### src/rtl/maxpool_2x2_stream_param.sv
// Streaming 2x2 pooling engine: sweeps a pooled grid, reads four-bank pixel windows
// and emits MAX/AVG pooled words with save coordinates, under a downstream stall.
module maxpool_2x2_stream_param #(
  parameter int unsigned CH        = 8,
  parameter int unsigned DATA_W    = 16,
  parameter int unsigned OUT_ROWS  = 16,
  parameter int unsigned OUT_COLS  = 16,
  parameter int unsigned ADDR_W    = 16,
  parameter int unsigned POOL_MODE = 0,
  parameter int unsigned SIGNED    = 1
) (
  input  logic                 clk,
  input  logic                 rst,
  input  logic                 start,
  input  logic                 save_stall,
  input  logic [CH*DATA_W-1:0] input_data_even_even,
  input  logic [CH*DATA_W-1:0] input_data_even_odd,
  input  logic [CH*DATA_W-1:0] input_data_odd_even,
  input  logic [CH*DATA_W-1:0] input_data_odd_odd,
  output logic                 read_pixel_signal,
  output logic [ADDR_W-1:0]    read_row_addr,
  output logic [ADDR_W-1:0]    read_col_addr,
  output logic                 save_enable,
  output logic [ADDR_W-1:0]    output_row,
  output logic [ADDR_W-1:0]    output_col,
  output logic [CH*DATA_W-1:0] output_data,
  output logic                 busy,
  output logic                 pipeline_calculation_done,
  output logic                 calculation_done
);

  localparam int unsigned BUS_W = CH * DATA_W;
  localparam logic [ADDR_W-1:0] LAST_ROW = ADDR_W'(OUT_ROWS - 1);
  localparam logic [ADDR_W-1:0] LAST_COL = ADDR_W'(OUT_COLS - 1);

  typedef enum logic [1:0] {
    IDLE  = 2'd0,
    READ  = 2'd1,
    DRAIN = 2'd2
  } state_t;

  state_t            state;
  logic [ADDR_W-1:0] rd_row, rd_col;
  logic [ADDR_W-1:0] row1, col1;
  logic              v1, v2, first2, last2;
  logic [BUS_W-1:0]  win_ee, win_eo, win_oe, win_oo;

  // Sweep FSM plus two-stage pipeline; a stalled cycle leaves every register untouched.
  always_ff @(posedge clk or posedge rst) begin
    if (rst) begin
      state      <= IDLE;
      rd_row     <= '0;
      rd_col     <= '0;
      row1       <= '0;
      col1       <= '0;
      v1         <= 1'b0;
      v2         <= 1'b0;
      first2     <= 1'b0;
      last2      <= 1'b0;
      output_row <= '0;
      output_col <= '0;
      win_ee     <= '0;
      win_eo     <= '0;
      win_oe     <= '0;
      win_oo     <= '0;
    end else begin
      case (state)
        IDLE: if (start) state <= READ;
        READ: begin
          if (!save_stall) begin
            if (rd_col == LAST_COL) begin
              rd_col <= '0;
              if (rd_row == LAST_ROW) begin
                rd_row <= '0;
                state  <= DRAIN;
              end else begin
                rd_row <= rd_row + ADDR_W'(1);
              end
            end else begin
              rd_col <= rd_col + ADDR_W'(1);
            end
          end
        end
        DRAIN: if (!save_stall && v2 && last2) state <= IDLE;
        default: state <= IDLE;
      endcase

      if (!save_stall) begin
        v1   <= (state == READ);
        row1 <= rd_row;
        col1 <= rd_col;
        v2   <= v1;
        if (v1) begin
          win_ee     <= input_data_even_even;
          win_eo     <= input_data_even_odd;
          win_oe     <= input_data_odd_even;
          win_oo     <= input_data_odd_odd;
          output_row <= row1;
          output_col <= col1;
          first2     <= (row1 == '0) && (col1 == '0);
          last2      <= (row1 == LAST_ROW) && (col1 == LAST_COL);
        end
      end
    end
  end

  assign read_pixel_signal         = (state == READ) && !save_stall;
  assign read_row_addr             = rd_row;
  assign read_col_addr             = rd_col;
  assign save_enable               = v2 && !save_stall;
  assign pipeline_calculation_done = save_enable && first2;
  assign calculation_done          = save_enable && last2;
  assign busy                      = (state != IDLE);

  // Per-channel pooling of the captured window.
  for (genvar k = 0; k < CH; k++) begin : g_ch
    logic [DATA_W-1:0] p0, p1, p2, p3;
    assign p0 = win_ee[k*DATA_W +: DATA_W];
    assign p1 = win_eo[k*DATA_W +: DATA_W];
    assign p2 = win_oe[k*DATA_W +: DATA_W];
    assign p3 = win_oo[k*DATA_W +: DATA_W];

    if (POOL_MODE == 1) begin : g_avg
      localparam int unsigned SUM_W = DATA_W + 2;
      localparam logic SX = (SIGNED != 0);
      logic [SUM_W-1:0] e0, e1, e2, e3, sum;
      assign e0  = {{2{p0[DATA_W-1] & SX}}, p0};
      assign e1  = {{2{p1[DATA_W-1] & SX}}, p1};
      assign e2  = {{2{p2[DATA_W-1] & SX}}, p2};
      assign e3  = {{2{p3[DATA_W-1] & SX}}, p3};
      assign sum = e0 + e1 + e2 + e3;
      // Dropping the two LSBs of the two's-complement sum is a floor divide by 4.
      assign output_data[k*DATA_W +: DATA_W] = DATA_W'(sum >> 2);
    end else begin : g_max
      // Flipping the MSB turns a signed compare into an unsigned one.
      localparam logic [DATA_W-1:0] FLIP = (SIGNED != 0) ? {1'b1, {(DATA_W-1){1'b0}}} : '0;
      logic [DATA_W-1:0] m01, m23;
      assign m01 = ((p0 ^ FLIP) >= (p1 ^ FLIP)) ? p0 : p1;
      assign m23 = ((p2 ^ FLIP) >= (p3 ^ FLIP)) ? p2 : p3;
      assign output_data[k*DATA_W +: DATA_W] = ((m01 ^ FLIP) >= (m23 ^ FLIP)) ? m01 : m23;
    end
  end

endmodule

### config.mk
export PLATFORM = sky130hd
export DESIGN_NAME = maxpool_2x2_stream_param
export DESIGN_NICKNAME = d
export VERILOG_FILES = /design/src/rtl/maxpool_2x2_stream_param.sv
export SDC_FILE = /design/constraint.sdc
export NUM_CORES = 2
export LEC_CHECK = 0
export ABC_AREA = 1
export BUFFER_PORTS_ARGS = -buffer_cell sky130_fd_sc_hd__buf_2
export CAP_MARGIN = 20
export CORE_ASPECT_RATIO = 1.75
export CORE_MARGIN = 2
export CORE_UTILIZATION = 40
export CTS_BUF_LIST = sky130_fd_sc_hd__clkbuf_16
export CTS_CLUSTER_SIZE = 20
export DETAILED_ROUTE_END_ITERATION = 10
export SLEW_MARGIN = 20
export SYNTH_ARGS = -nofsm -noshare
export SYNTH_HDL_FRONTEND = slang
export SYNTH_SLANG_ARGS = --single-unit
### constraint.sdc
create_clock -name clk -period 31 [get_ports clk]
set_clock_uncertainty 0.2 [all_clocks]
set_input_delay 1.55 -clock clk [delete_from_list [all_inputs] [get_ports clk]]
set_output_delay 1.55 -clock clk [all_outputs]
set_load 0.02 [all_outputs]
# ---- Word level (Yosys, flattened, before mapping)
# Cells that the tools add are included.
dict set report op_classes {
  n_addsub 2
  n_eq_ne 11
  bitwise 49
  mux 32
  magnitude_cmp 24
  n_reduce_logical 15
}
# cell count
set op_table {}
lappend op_table {{$mux 16} 26}
lappend op_table {{$ge 16x16->1} 24}
lappend op_table {{$eq 16x4->1 const B} 4}
lappend op_table {{$not 1->1} 49}
lappend op_table {{$add 16x1->16 const B} 2}
lappend op_table {{$logic_not 16->1} 2}
lappend op_table {{$mux 2} 5}
lappend op_table {{$ne 2x2->1 const B} 5}
lappend op_table {{$logic_and 1x1->1} 6}
lappend op_table {{$pmux 2 s3} 1}
lappend op_table {{$reduce_and 5->1} 1}
lappend op_table {{$reduce_and 2->1} 2}
lappend op_table {{$reduce_and 3->1} 1}
lappend op_table {{$eq 2x1->1 const B} 1}
lappend op_table {{$eq 2x2->1 const B} 1}
lappend op_table {{$logic_not 2->1} 1}
lappend op_table {{$reduce_bool 2->1} 1}
lappend op_table {{$logic_not 1->1} 1}
dict set report word_totals {
  inputBits 516
  wordCells 148
  reg_bits 614
}

# ---- Depth between registers and ports, before layout
dict set report logic_depth {
  ltp_word 6
  mapped_depth 28
}

# ---- Worst setup path after synthesis
# No wires, ideal clock.
dict set report synth_timing {
  kind {register to output}
  from {register win_ee[27]}
  to {output output_data[29]}
  arrival_ps 2896
  setup_slack_ps 26354
  path_buffers 2
  stages_incl_launch_ff 19
  cell_sequence {dfrtp_1 -> ha_1 -> nand2_1 -> o21bai_1 -> a21oi_1 -> nor2_4 -> nand2_4 -> buf_4 -> nand2_1 -> and2_1 -> ha_1 -> a21oi_1 -> o21ai_0 -> a21oi_1 -> nand2_1 -> nor2_4 -> buf_4 -> nand3_1 -> nand2_1}
}
dict set report synth_via {
  elab_chain_len 5
}
# element line_no
set synth_rtl {}
lappend synth_rtl {{from (decl)} 46} ;# logic [BUS_W-1:0] win_ee, win_eo, win_oe, win_oo;
lappend synth_rtl {{from (signal assigned)} 94} ;# win_ee <= input_data_even_even;
lappend synth_rtl {{$ge 16x16->1} 138} ;# assign m01 = ((p0 ^ FLIP) >= (p1 ^ FLIP)) ? p0 : p1;
lappend synth_rtl {{$mux 16 (*)} 138}
lappend synth_rtl {{$not 1->1 (no source line)} n/a}
lappend synth_rtl {{$ge 16x16->1} 140} ;# assign output_data[k*DATA_W +: DATA_W] = ((m01 ^ FLIP) >= (m23 ^ FLIP)) ? m01 : m23;
lappend synth_rtl {{$mux 16 (*)} 140}
lappend synth_rtl {{to (decl)} 26} ;# output logic [CH*DATA_W-1:0] output_data,
# Mark *: on every way between the ends. The rest lies on a longest branch, timed or not.

# ---- Worst setup path after layout
dict set report layout_timing {
  from {register win_ee[111]}
  to {output output_data[99]}
}
dict set report layout_via {
  elab_chain_len 6
}
# element line_no
set layout_rtl {}
lappend layout_rtl {{$not 1->1 (no source line)} n/a}
lappend layout_rtl {{$ge 16x16->1} 138}
lappend layout_rtl {{$mux 16 (*)} 138}
lappend layout_rtl {{$not 1->1 (no source line)} n/a}
lappend layout_rtl {{$ge 16x16->1} 140}
lappend layout_rtl {{$mux 16 (*)} 140}
# Marked as above.

==> metrics <==
Pleak=0.0246 uW; Sw Pwr=1780 uW; critical path arrival=4.98 ns; vias in the first global route=36299; Iter 0 DRT Violations=1864; WS Path Type=reg -> out; MaxCap Viol Count=0; Reg clk slew, reported paths=0.06 ns; Critical Path Source Type=register; Site Rows=152; Hold Startpoint=output_row[2]$_DFFE_PP0P_; Final min period=6.73 ns; most frequent cells in the layout=1539 x nand2_1, 712 x buf_2, 678 x inv_1; die height=418 um; setup TNS=0 ns; Initial Util=40.2%; via count=36028; Max clock buf depth=3; WL met3=11.4 mm; pwr dens=82.9 mW/mm^2; worst hold path depth=2; Met2 Routed Length=61.2 mm; cell area after placement=0.0436 mm^2; YS warnings=0; die width=241 um; VDD IR max=0.0551 mV; Area Growth Syn to Fin=16.4%; IO Pins=713; HP Class=reg -> reg; Resized cells post-CTS=0; Pint=2010 uW; max_slew headroom=31.2%; R2R cell count=7; synthesized net count=6094; Gate Count Post-Synth=5192; All-Layer GR Usage=25.3%; htree depth=3; worst-path fanout max=17; async set-or-reset flop fraction in the synthesized netlist=100%; share of cells above drive strength 1=16.8%; reg2reg start=v1$_DFFE_PP0N_; Worst EP required=29.25 ns; core outline area=0.0978 mm^2; routed wire length=129 mm; commonest non-fill, non-tap cell in the layout=nand2_1; Cell variety after synth=48; Vias/cell=5.01; initial antenna violation count=93; top layer in use=met5; mapped cell area=0.0393 mm^2; global-route wire length before repair=198 mm; Comb pwr share=53.3%; Setup-failing EPs final=0; Pre-antenna DRT Iters=8; die area=0.101 mm^2; Top delay family on crit path=simple AND/OR/NAND/NOR gates; actual slew at the worst max-slew pin=1.03 ns; Hold Path End=output_row[2]$_DFFE_PP0P_; Critical Path Sink Type=primary output; nets=6699; Syn Area/Cell=7.56 um^2; largest net degree at the start of global routing=221; Port Buffers=712; worst-path cell chain=inv_1 > ha_1 > nand4_1 > nor2_1 > o21ai_1 > inv_2 > nand2_2 > nand2_2 > nand2_1 > and2_1 > ha_1 > a21oi_1 > o21ai_0 > a21oi_1 > nand3_2 > inv_2 > nand3_1 > nand2_1 > buf_2; Reg2Reg Capture Point=win_ee[77]$_DFFE_PP0P_; CTS tree=done; Routed met1 length=49.6 mm; Final Instance Count excl. Fillers=7188; clk_lat worst skew=0.64 ns; Final Slew Violations=0; Cells after DPL=7038; gr ovfl total=0; final hold violations=0; CTS root buf=clkbuf_16; Reg2Reg Setup Slack=27.46 ns; worst path bufs/invs=4; achievable clock frequency=149 MHz; Clk pwr share=20.8%; RD Place Congestion=0.941; outcome=completed; hold buffers post-CTS=0; sw frac=47.1%; Synth Register Bits=614; WHS=0.281 ns; Final Cell Area=0.0457 mm^2; WL/cell=17.9 um; Reg power frac=25.9%; placed wire-length estimate=101 mm; Post-CTS Setup Inserts=0; most common flop cell mapped by yosys=dfrtp_1; crit share post-route=21.7%; Max stage delay on crit path=0.41 ns; sequential area share after synthesis=39.1%; CTS Buf Count=66; Post-synth EDFFs=0; unrepaired setup endpoints after global routing=false; Post-DRT Antenna Nets=0; Slowest-stage cell, CP=inv_2; # clock sinks=614; DRC=0
-- metrics by stage --
stage	setup slack, ns	power, uW	util [%]
global placement	24.83	2990	44.6
finish	24.27	3790	46.8
floorplan	12.06	2410	-
detailed placement	24.84	3020	44.6
CTS	24.27	3830	46.7
global route	23.89	4110	46.7
-- flip-flops by register name, indices dropped and copies added, names as in the netlist, 2 cells and up --
register	cells
read_col_addr	16
output_col	16
row1	16
win_oo	128
win_ee	128
win_oe	128
state	2
output_row	16
win_eo	128
read_row_addr	16
col1	16
-- cells in the mapped netlist, types with 2 or more instances --
cell type / number / area share (%)
a21boi_1: 2 / 0.038
a21o_1: 2 / 0.038
a21oi_1: 167 / 2.1
a21oi_2: 5 / 0.11
a21oi_4: 2 / 0.083
and2_1: 129 / 2.1
buf_12: 2 / 0.10
buf_2: 95 / 1.2
buf_4: 18 / 0.34
buf_6: 15 / 0.43
clkbuf_1: 61 / 0.58
clkinv_1: 4 / 0.038
dfrtp_1: 614 / 39
ha_1: 386 / 12
inv_1: 672 / 6.4
inv_2: 22 / 0.21
nand2_1: 1539 / 15
nand2_2: 67 / 1.1
nand2_4: 11 / 0.32
nand3_1: 516 / 6.6
nand3_2: 10 / 0.25
nand3b_2: 2 / 0.057
nand4_1: 45 / 0.72
nor2_1: 83 / 0.79
nor2_2: 5 / 0.080
nor2_4: 21 / 0.60
nor3_1: 27 / 0.34
nor3_2: 4 / 0.10
nor4_1: 4 / 0.064
nor4_2: 2 / 0.064
o21a_1: 16 / 0.31
o21ai_0: 558 / 7.1
o21ai_1: 37 / 0.47
o21bai_1: 18 / 0.34
xor2_1: 18 / 0.40
-- how the worst max path moves through the flow --
stage	startpoint	to	slack, ns	depth (start not counted)
final	win_ee[111]$_DFFE_PP0P_	output_data[99]	24.27	19
after global routing	win_ee[111]$_DFFE_PP0P_	output_data[98]	23.89	19
after CTS	win_ee[111]$_DFFE_PP0P_	output_data[98]	24.27	19
after detailed placement	rst	win_ee[117]$_DFFE_PP0P_	24.84	6
after global placement	rst	win_eo[117]$_DFFE_PP0P_	24.83	6
after floorplan	rst	col1[0]$_DFFE_PP0N_	12.06	1
-- cell type report --
| cell class | count | area, um^2 |
|---|---|---|
| Fill cell | 10165 | 52000 |
| Multi-Input combinational cell | 3685 | 20200 |
| Sequential cell | 614 | 15400 |
| Timing Repair Buffer | 730 | 3720 |
| Inverter | 700 | 2640 |
| Clock buffer | 69 | 1730 |
| Tap cell | 1309 | 1640 |
| Clock inverter | 47 | 330 |
| Antenna cell | 34 | 85.1 |
-- metal layers --
layer  up-vias  track usage [%]
met2       957             43.1
met3       314             8.32
met4       102             11.4
met5         -                0
met1     16673             28.6
li1      17982                -
-- worst register-to-register path: cells and delay by family, from the launching register on --
kind	cells	cell delay [ns]
AOI/OAI and AO/OA	1	0.14
and+or+nand+nor	2	0.41
DFF	1	0.32
buffers and inverters	4	2.39
-- logic make-up after synthesis --
kind of cell	synth area share (%)
fa+ha+maj	12.3
simple gates	28.0
buf+inv	9.41
compound gates	10.7
flops	39.1
xor+xnor	0.402
-- power groups by stage --
stage	clock network, uW	logic [uW]	registers (uW)
detailed placement	0	2020	996
floorplan	0	1410	998
finish	788	2020	982
global placement	0	2000	993
global route	837	2280	995
CTS	811	2030	982
Power figures use the tool's default switching activity.
